[config.mk]
export PLATFORM = sky130hd
export DESIGN_NAME = prog_fetch_memory
export DESIGN_NICKNAME = d
export VERILOG_FILES = /design/src/rtl/prog_fetch_memory_pkg.sv /design/src/rtl/prog_mem_array.sv /design/src/rtl/prog_fetch_memory.sv
export SDC_FILE = /design/constraint.sdc
export NUM_CORES = 2
export LEC_CHECK = 0
export BUFFER_PORTS_ARGS = -buffer_cell sky130_fd_sc_hd__buf_2
export CAP_MARGIN = 25
export CELL_PAD_IN_SITES_DETAIL_PLACEMENT = 2
export CELL_PAD_IN_SITES_GLOBAL_PLACEMENT = 2
export CORE_MARGIN = 2
export CORE_UTILIZATION = 34
export DETAILED_ROUTE_END_ITERATION = 6
export PLACE_DENSITY_LB_ADDON = 0.25
export SLEW_MARGIN = 30
export SYNTH_ARGS = -nofsm -noshare
export SYNTH_HDL_FRONTEND = slang
export SYNTH_SLANG_ARGS = --single-unit
[constraint.sdc]
create_clock -name clk -period 2.92 [get_ports clk]
set_input_delay 0.292 -clock clk [delete_from_list [all_inputs] [get_ports clk]]
set_output_delay 0.292 -clock clk [all_outputs]
set_load 0.01 [all_outputs]
[src/rtl/prog_fetch_memory_pkg.sv]
// ============================================================================
// Module : prog_fetch_memory_pkg
// Brief  : Shared state encodings and default sizing for the fetch memory.
// Rev    : 1.0 - initial release
// ============================================================================
`default_nettype none

package prog_fetch_memory_pkg;

    localparam int c_DEF_WIDTH      = 5;
    localparam int c_DEF_ADDR_WIDTH = 32;
    localparam int c_DEF_DEPTH      = 256;
    localparam int c_STATE_W        = 2;

    typedef enum logic [c_STATE_W-1:0] {
        ST_IDLE = 2'd0,
        ST_RUN  = 2'd1,
        ST_DONE = 2'd2
    } state_t;

    // Index width for a DEPTH-entry array, never narrower than one bit.
    function automatic int f_idx_width(input int depth);
        return (depth > 1) ? $clog2(depth) : 1;
    endfunction

endpackage

`default_nettype wire

[src/rtl/prog_mem_array.sv]
// ============================================================================
// Module : prog_mem_array
// Brief  : Identity-initialised storage, one write port, registered read.
// Rev    : 1.0 - initial release
// ============================================================================
`default_nettype none

module prog_mem_array
    import prog_fetch_memory_pkg::*;
#(
    parameter int WIDTH      = c_DEF_WIDTH,
    parameter int ADDR_WIDTH = c_DEF_ADDR_WIDTH,
    parameter int DEPTH      = c_DEF_DEPTH
) (
    input  logic                  clk,
    input  logic                  rst,
    input  logic                  i_wr_en,
    input  logic [ADDR_WIDTH-1:0] i_wr_addr,
    input  logic [WIDTH-1:0]      i_wr_data,
    input  logic                  i_rd_en,
    input  logic [ADDR_WIDTH-1:0] i_rd_addr,
    output logic [WIDTH-1:0]      o_rd_data
);

    localparam int                  c_IDX_W   = f_idx_width(DEPTH);
    localparam logic [ADDR_WIDTH:0] c_DEPTH_X = (ADDR_WIDTH+1)'(DEPTH);

    logic [WIDTH-1:0] w_mem [DEPTH];
    logic             w_rd_in_range;
    logic [WIDTH-1:0] r_rd_data;

    // Each word carries its own power-up value; rst only touches the read register.
    generate
        for (genvar gi = 0; gi < DEPTH; gi++) begin : g_entry
            logic [WIDTH-1:0] r_word = WIDTH'(gi);

            always_ff @(posedge clk) begin
                if (i_wr_en && (i_wr_addr == ADDR_WIDTH'(gi))) begin
                    r_word <= i_wr_data;
                end
            end

            assign w_mem[gi] = r_word;
        end
    endgenerate

    assign w_rd_in_range = ({1'b0, i_rd_addr} < c_DEPTH_X);

    always_ff @(posedge clk) begin
        if (rst) begin
            r_rd_data <= '0;
        end else if (i_rd_en) begin
            r_rd_data <= w_rd_in_range ? w_mem[i_rd_addr[c_IDX_W-1:0]] : '0;
        end
    end

    assign o_rd_data = r_rd_data;

endmodule

`default_nettype wire

[src/rtl/prog_fetch_memory.sv]
// ============================================================================
// Module : prog_fetch_memory
// Brief  : Self-fetching program store streaming words on valid/ready.
// Rev    : 1.0 - initial release
// ============================================================================
`default_nettype none

module prog_fetch_memory
    import prog_fetch_memory_pkg::*;
#(
    parameter int WIDTH      = c_DEF_WIDTH,
    parameter int ADDR_WIDTH = c_DEF_ADDR_WIDTH,
    parameter int DEPTH      = c_DEF_DEPTH,
    parameter int WRAP       = 0
) (
    input  logic                  clk,
    input  logic                  reset,
    input  logic                  wr_en,
    input  logic [ADDR_WIDTH-1:0] wr_addr,
    input  logic [WIDTH-1:0]      wr_data,
    input  logic                  start,
    input  logic [ADDR_WIDTH-1:0] start_addr,
    input  logic                  jump_valid,
    input  logic [ADDR_WIDTH-1:0] jump_addr,
    output logic                  out_valid,
    input  logic                  out_ready,
    output logic [WIDTH-1:0]      out_data,
    output logic [ADDR_WIDTH-1:0] out_addr,
    output logic                  busy,
    output logic                  done
);

    localparam logic [ADDR_WIDTH-1:0] c_LAST = ADDR_WIDTH'(DEPTH - 1);

    state_t                r_state;
    state_t                w_state_nxt;
    logic [ADDR_WIDTH-1:0] r_pc;
    logic [ADDR_WIDTH-1:0] w_pc_nxt;
    logic                  r_valid;
    logic                  w_valid_nxt;
    logic [ADDR_WIDTH-1:0] r_out_addr;
    logic                  w_advance;
    logic                  w_fetch;
    logic                  w_wr_en;

    assign w_advance = (r_state == ST_RUN) && (!r_valid || out_ready);
    assign w_wr_en   = wr_en && !reset;

    always_comb begin
        w_state_nxt = r_state;
        w_pc_nxt    = r_pc;
        w_valid_nxt = r_valid;
        w_fetch     = 1'b0;
        case (r_state)
            ST_IDLE: begin
                if (start) begin
                    w_pc_nxt    = start_addr;
                    w_state_nxt = ST_RUN;
                end
            end
            ST_RUN: begin
                // A redirect flushes the presented word and skips this cycle's fetch.
                if (start || jump_valid) begin
                    w_pc_nxt    = start ? start_addr : jump_addr;
                    w_valid_nxt = 1'b0;
                end else if (w_advance) begin
                    w_fetch     = 1'b1;
                    w_valid_nxt = 1'b1;
                    if (r_pc >= c_LAST) begin
                        if (WRAP != 0) begin
                            w_pc_nxt = '0;
                        end else begin
                            w_state_nxt = ST_DONE;
                        end
                    end else begin
                        w_pc_nxt = r_pc + 1'b1;
                    end
                end
            end
            ST_DONE: begin
                if (start) begin
                    w_pc_nxt    = start_addr;
                    w_valid_nxt = 1'b0;
                    w_state_nxt = ST_RUN;
                end else if (r_valid && out_ready) begin
                    w_valid_nxt = 1'b0;
                end
            end
            default: begin
                w_state_nxt = ST_IDLE;
            end
        endcase
    end

    always_ff @(posedge clk) begin
        if (reset) begin
            r_state    <= ST_IDLE;
            r_pc       <= '0;
            r_valid    <= 1'b0;
            r_out_addr <= '0;
        end else begin
            r_state <= w_state_nxt;
            r_pc    <= w_pc_nxt;
            r_valid <= w_valid_nxt;
            if (w_fetch) begin
                r_out_addr <= r_pc;
            end
        end
    end

    prog_mem_array #(
        .WIDTH      (WIDTH),
        .ADDR_WIDTH (ADDR_WIDTH),
        .DEPTH      (DEPTH)
    ) u_mem (
        .clk       (clk),
        .rst       (reset),
        .i_wr_en   (w_wr_en),
        .i_wr_addr (wr_addr),
        .i_wr_data (wr_data),
        .i_rd_en   (w_fetch),
        .i_rd_addr (r_pc),
        .o_rd_data (out_data)
    );

    assign out_valid = r_valid;
    assign out_addr  = r_out_addr;
    assign busy      = (r_state == ST_RUN);
    assign done      = (r_state == ST_DONE);

endmodule

`default_nettype wire

=== Yosys cells after proc, flatten, opt, wreduce, memory -nomap -nowiden ===
Cells that the tools add are included.
Widths: inputs -> output; s select.

* Bits in registers: 1,352
* Input bits: 107
* Logic and storage cells: 824
* Output and inout bits: 40

* Multiplexer cells: 23
* Bitwise gates (word level): 1
* Eq/ne operators: 264
* Add/sub/neg operators: 1
* Reduce and logical (&&, ||, !) cells: 271
* Magnitude comparators: 3

{| class="wikitable"
|+ Operators with widths
! operator !! number
|-
| $eq 32x8->1 const B || 128
|-
| $eq 32x7->1 const B || 64
|-
| $eq 32x6->1 const B || 32
|-
| $eq 32x5->1 const B || 16
|-
| $logic_and 1x1->1 || 259
|-
| $eq 32x4->1 const B || 8
|-
| $mux 32 || 5
|-
| $eq 32x3->1 const B || 4
|-
| $eq 32x2->1 const B || 2
|-
| $pmux 32 s2 || 1
|-
| $bmux 5 s8 || 1
|-
| $add 32x1->32 const B || 1
|-
| $eq 32x1->1 const B || 1
|-
| $ge 32x8->1 const B || 1
|-
| $logic_not 32->1 || 1
|-
| $lt 32x9->1 const B || 1
|-
| $mux 5 || 3
|-
| $ge 9x9->1 const B || 1
|-
| $not 8->9 || 1
|-
| $mux 2 || 4
|-
| $reduce_and 4->1 || 2
|-
| $mux 1 || 7
|-
| $ne 2x1->1 const B || 3
|-
| $pmux 2 s2 || 1
|-
| 13 further kinds || 16
|}

=== Depth between registers and ports, before layout ===
* Depth after elaboration: 6
* Mapped depth: 12
* Depth with buffers taken out: 8

=== Hierarchy ===
From an unflattened synthesis, not the netlist that was laid out.

* Cell total of the unflattened synthesis: 3,077
* Area, all modules: 54,850.1 sq um

{| class="wikitable"
|+ By module, submodules not included
! module !! instances !! area each (sq um) !! sequential area each (sq um) !! cells each
|-
| prog_mem_array || 1 || 51,091.5 || 38,537.0 || 2,568
|-
| prog_fetch_memory || 1 || 3,758.6 || 1,341.3 || 509
|}

=== Least setup slack after synthesis ===
Ideal clock, no wire load.

* Path type: reg2reg
* From: register r_pc[0]
* To: register u_mem.r_rd_data[4] (netlist: u_mem.o_rd_data[4])
* Period minus slack after synthesis: 2.570 ns
* Arrival: 2.453 ns
* Path buffers: 4
* Setup slack: 0.350 ns
* Stages on the path, launching flop included: 11
* Setup time: 0.117 ns
* Data required time: 2.803 ns
* Cell sequence: dfxtp_1 buf_2 buf_4 buf_2 buf_2 mux4_2 a22oi_1 nand2_1 a211oi_1 nor3_1 a22o_1

* Longest elaborated chain between the ends: 5
* Elaborated cells on any way between the ends: 6
* Those cells by class: order compare (1); mux (4); bitwise (1)

{| class="wikitable"
|+ RTL lines
! element !! line !! text
|-
| from (decl) || prog_fetch_memory.sv:37 || <nowiki>logic [ADDR_WIDTH-1:0] r_pc;</nowiki>
|-
| from (signal assigned) || prog_fetch_memory.sv:103 || <nowiki>r_pc <= w_pc_nxt;</nowiki>
|-
| $not 8->9 (implied by the code) || prog_mem_array.sv:53 || <nowiki>r_rd_data <= w_rd_in_range ? w_mem[i_rd_addr[c_IDX_W-1:0]] : '0;</nowiki>
|-
| $bmux 5 s8 || prog_mem_array.sv:53 ||
|-
| $mux 5 (implied by the code) (2 in series) || prog_mem_array.sv:53 ||
|-
| $mux 5 (*) || prog_mem_array.sv:53 ||
|-
| to (signal assigned) || prog_mem_array.sv:53 ||
|-
| to (decl) || prog_mem_array.sv:30 || <nowiki>logic [WIDTH-1:0] r_rd_data;</nowiki>
|}

Every way passes the cells marked *; elsewhere a longest branch is shown, timed or not. The select of a mux whose other input is x is not followed.
A chain may end at the register's enable or synchronous reset.

=== Worst setup path in the final report ===
Ends and elaborated chain as after synthesis.

==> impl_metrics.yaml <==
outcome:
  status: "finished, final reports clean"
detailed_routing:
  wl_per_cell_um: 29.80
  vias: 31200
  firstDrtPassIters: 5
  wl_um: 171900
  drtIter0Drc: 2628
  postRouteAntennaNets: 0
  via_per_inst: 5.409
  drc: 0
synth:
  yosysTopAreaCell: "edfxtp_1"
  yosysTopAreaCellShare: 0.7124
  synth_edf_count: 1280
  syn_inst: 2957
  synth_area_leaders: "edfxtp_1 71%, mux4_2 13%, dfxtp_1 2.7%, nor2_1 2.2%, mux2i_1 1.9%"
  netlist_area_mm2: 0.05395
  yosys.cell_types.count: 62
  ys_ff_latch: 1352
  ys_top_cells_by_count: "1280 x edfxtp_1, 315 x nor2_1, 300 x mux4_2"
  avgSynthCellArea_um2: 18.25
  synthArstFlopShare: 0
  yosysMostFrequentCell: "edfxtp_1"
  yosysSeqAreaShare: 0.7391
  synth_flop_cell: "edfxtp_1"
  ys.warnings.count: 0
  syn-num-nets: 3068
final_layout:
  layout.cell_area.non_filler_mm2: 0.06628
  drive_gt1_frac: 0.3229
  nFillCells: 14700
  final_nets: 3688
  regArea_mm2: 0.03989
  postLayoutCoreUtil: 0.4194
  syn_to_final_growth_pct: 22.84
  multi_input_area_mm2: 0.01350
timing:
  rsz0062_at_grt: "true"
  min_period_ps: 2916
  clock.fmax_mhz: 343.0
  setup_viol: 0
  min_period_over_period: 0.9986
  slew-limit-headroom: 0.3794
  hold_violations: 0
  slew_violations: 0
  worstMarginPinSlew_ps: 931.0
  fin_skew_ps: 31.45
global_routing:
  grt_pass1_wl_um: 251900
  antenna_found_initial: 10
  grt_pass1_vias: 34590
  grt_max_degree: 161
  grtUsageTotal: 0.2124
  grt_overflow_total: 0
clocking:
  cts_buffer_depth: 3
  insertion_delay_ps: 800
  root_buffer: "clkbuf_16"
  clk_pin_slew_ps: 60
  numCtsBuffers: 152
  cts_sinks: 1352
  cts_tree: "built"
  htreeDepth: 4
worst_setup_path:
  path_class: "reg -> reg"
  r2r_cells: 10
  crit_path_end_kind: "flop"
  worstPathRequired_ps: 3610
  critPathLaunchType: "flop"
  path_max_fanout: 11
  critPathArrivalTime_ps: 3610
floorplan:
  boundaryPins: 147
  core_mm2: 0.1580
  rows: 146
  dieWidth_um: 402.4
  die_y_um: 402.4
  dieArea_mm2: 0.1619
  initial_core_util: 0.3414
placement:
  portBuffers: 146
  dpl-instance-area_mm2: 0.06043
  gp_congestion: 0.8166
  dp_hpwl_um: 111200
job:
  drv_cap: 0
power:
  p_per_area_mw_per_mm2: 845.8
  vdd.ir_drop.worst_v: 0.0006461
  finalPower_w: 0.05606
  power.leakage_nw: 21.40
min_path:
  holdCritPathClass: "in -> reg"
  hold_path_depth: 5
-- final timing paths --
kind,startpoint,endpoint,slack (ps)
setup / recovery,r_pc[0],u_mem.o_rd_data[4],4
hold / removal,start_addr[1],r_pc[1],70
setup reg to reg,r_pc[0],u_mem.o_rd_data[4],4
hold reg to reg,out_addr[18],out_addr[18],460
-- kinds of logic after synthesis --
kind of cell | synth area share
fa+ha+maj | 0.0009277
compound gates | 0.04541
xor+xnor | 0.002110
buf+inv | 0.01765
flops | 0.7391
mux | 0.1458
simple gates | 0.04902
-- critical path, stage by stage (launching register included) --
cell	delay (ps)
dfxtp_4	420
buf_12	170
buf_12	160
buf_4	140
clkbuf_16	180
mux4_2	540
mux4_2	480
o211ai_1	230
buf_4	210
nor3_1	70
a22o_1	180
-- through the flow --
step / setup slack, ps / instances / TNS (ps) / hold slack (ps)
finish: 4.202 / 5768 / 0 / 65.22
global route: -33.56 / 5766 / -80.27 / 69.23
CTS: 0.9572 / 5754 / 0 / 8.407
detailed placement: -442.3 / 5425 / -5118 / 448.9
global placement: -544.2 / 5425 / -1575 / 446.6
floorplan: 350.3 / 2957 / 0 / 390.9
-- layout make-up --
type | instances | area share
inverters | 9 | 0.0005097
repair buffers | 662 | 0.08478
flip-flops and latches | 1352 | 0.6019
multi-input cells | 1400 | 0.2037
diodes | 5 | 0.0001888
clock buffers | 195 | 0.06156
well taps | 2072 | 0.03912
clock inverters | 73 | 0.008269
-- state kept, by name, summed over array words and instances (netlist names) --
signal	cells
out_valid	1
out_addr	32
r_pc	32
r_state	2
u_mem.o_rd_data	5
u_mem.g_entry.r_word	1280
-- report_power, final --
group	switching, W	internal [W]
registers	0.000416	0.0215
logic	0.00887	0.00706
clock network	0.00790	0.0104
total	0.0172	0.0389
-- cell usage in the layout (no fill, tap or decap), types with 54 or more instances in the layout --
cell type and instances:
clkbuf_16 158, dfxtp_1 67, a21oi_1 95, dlygate4sd3_1 54, buf_2 141, edfxtp_1 1280
mux4_2 300, mux2i_1 101, buf_4 397, nand2_1 169, nor2_1 312
-- what timing repair did --
item,4_1_cts,5_1_grt
resized for setup,38,49
setup buffers,5,7
setup endpoints to repair,10,17
hold buffers,54,0
pin swaps,1,12
endpoints found under the hold margin,183,0
gates cloned,2,2
-- metal layers --
layer / up-vias / track usage / part of all wire
li1: 13240 / - / -
met1: 16860 / 0.2792 / 0.43
met2: 842 / 0.3620 / 0.50
met3: 261 / 0.03183 / 0.042
met4: 2 / 0.06800 / 0.032
met5: - / 0 / 0.00011
(Power assumes the default switching activity.)
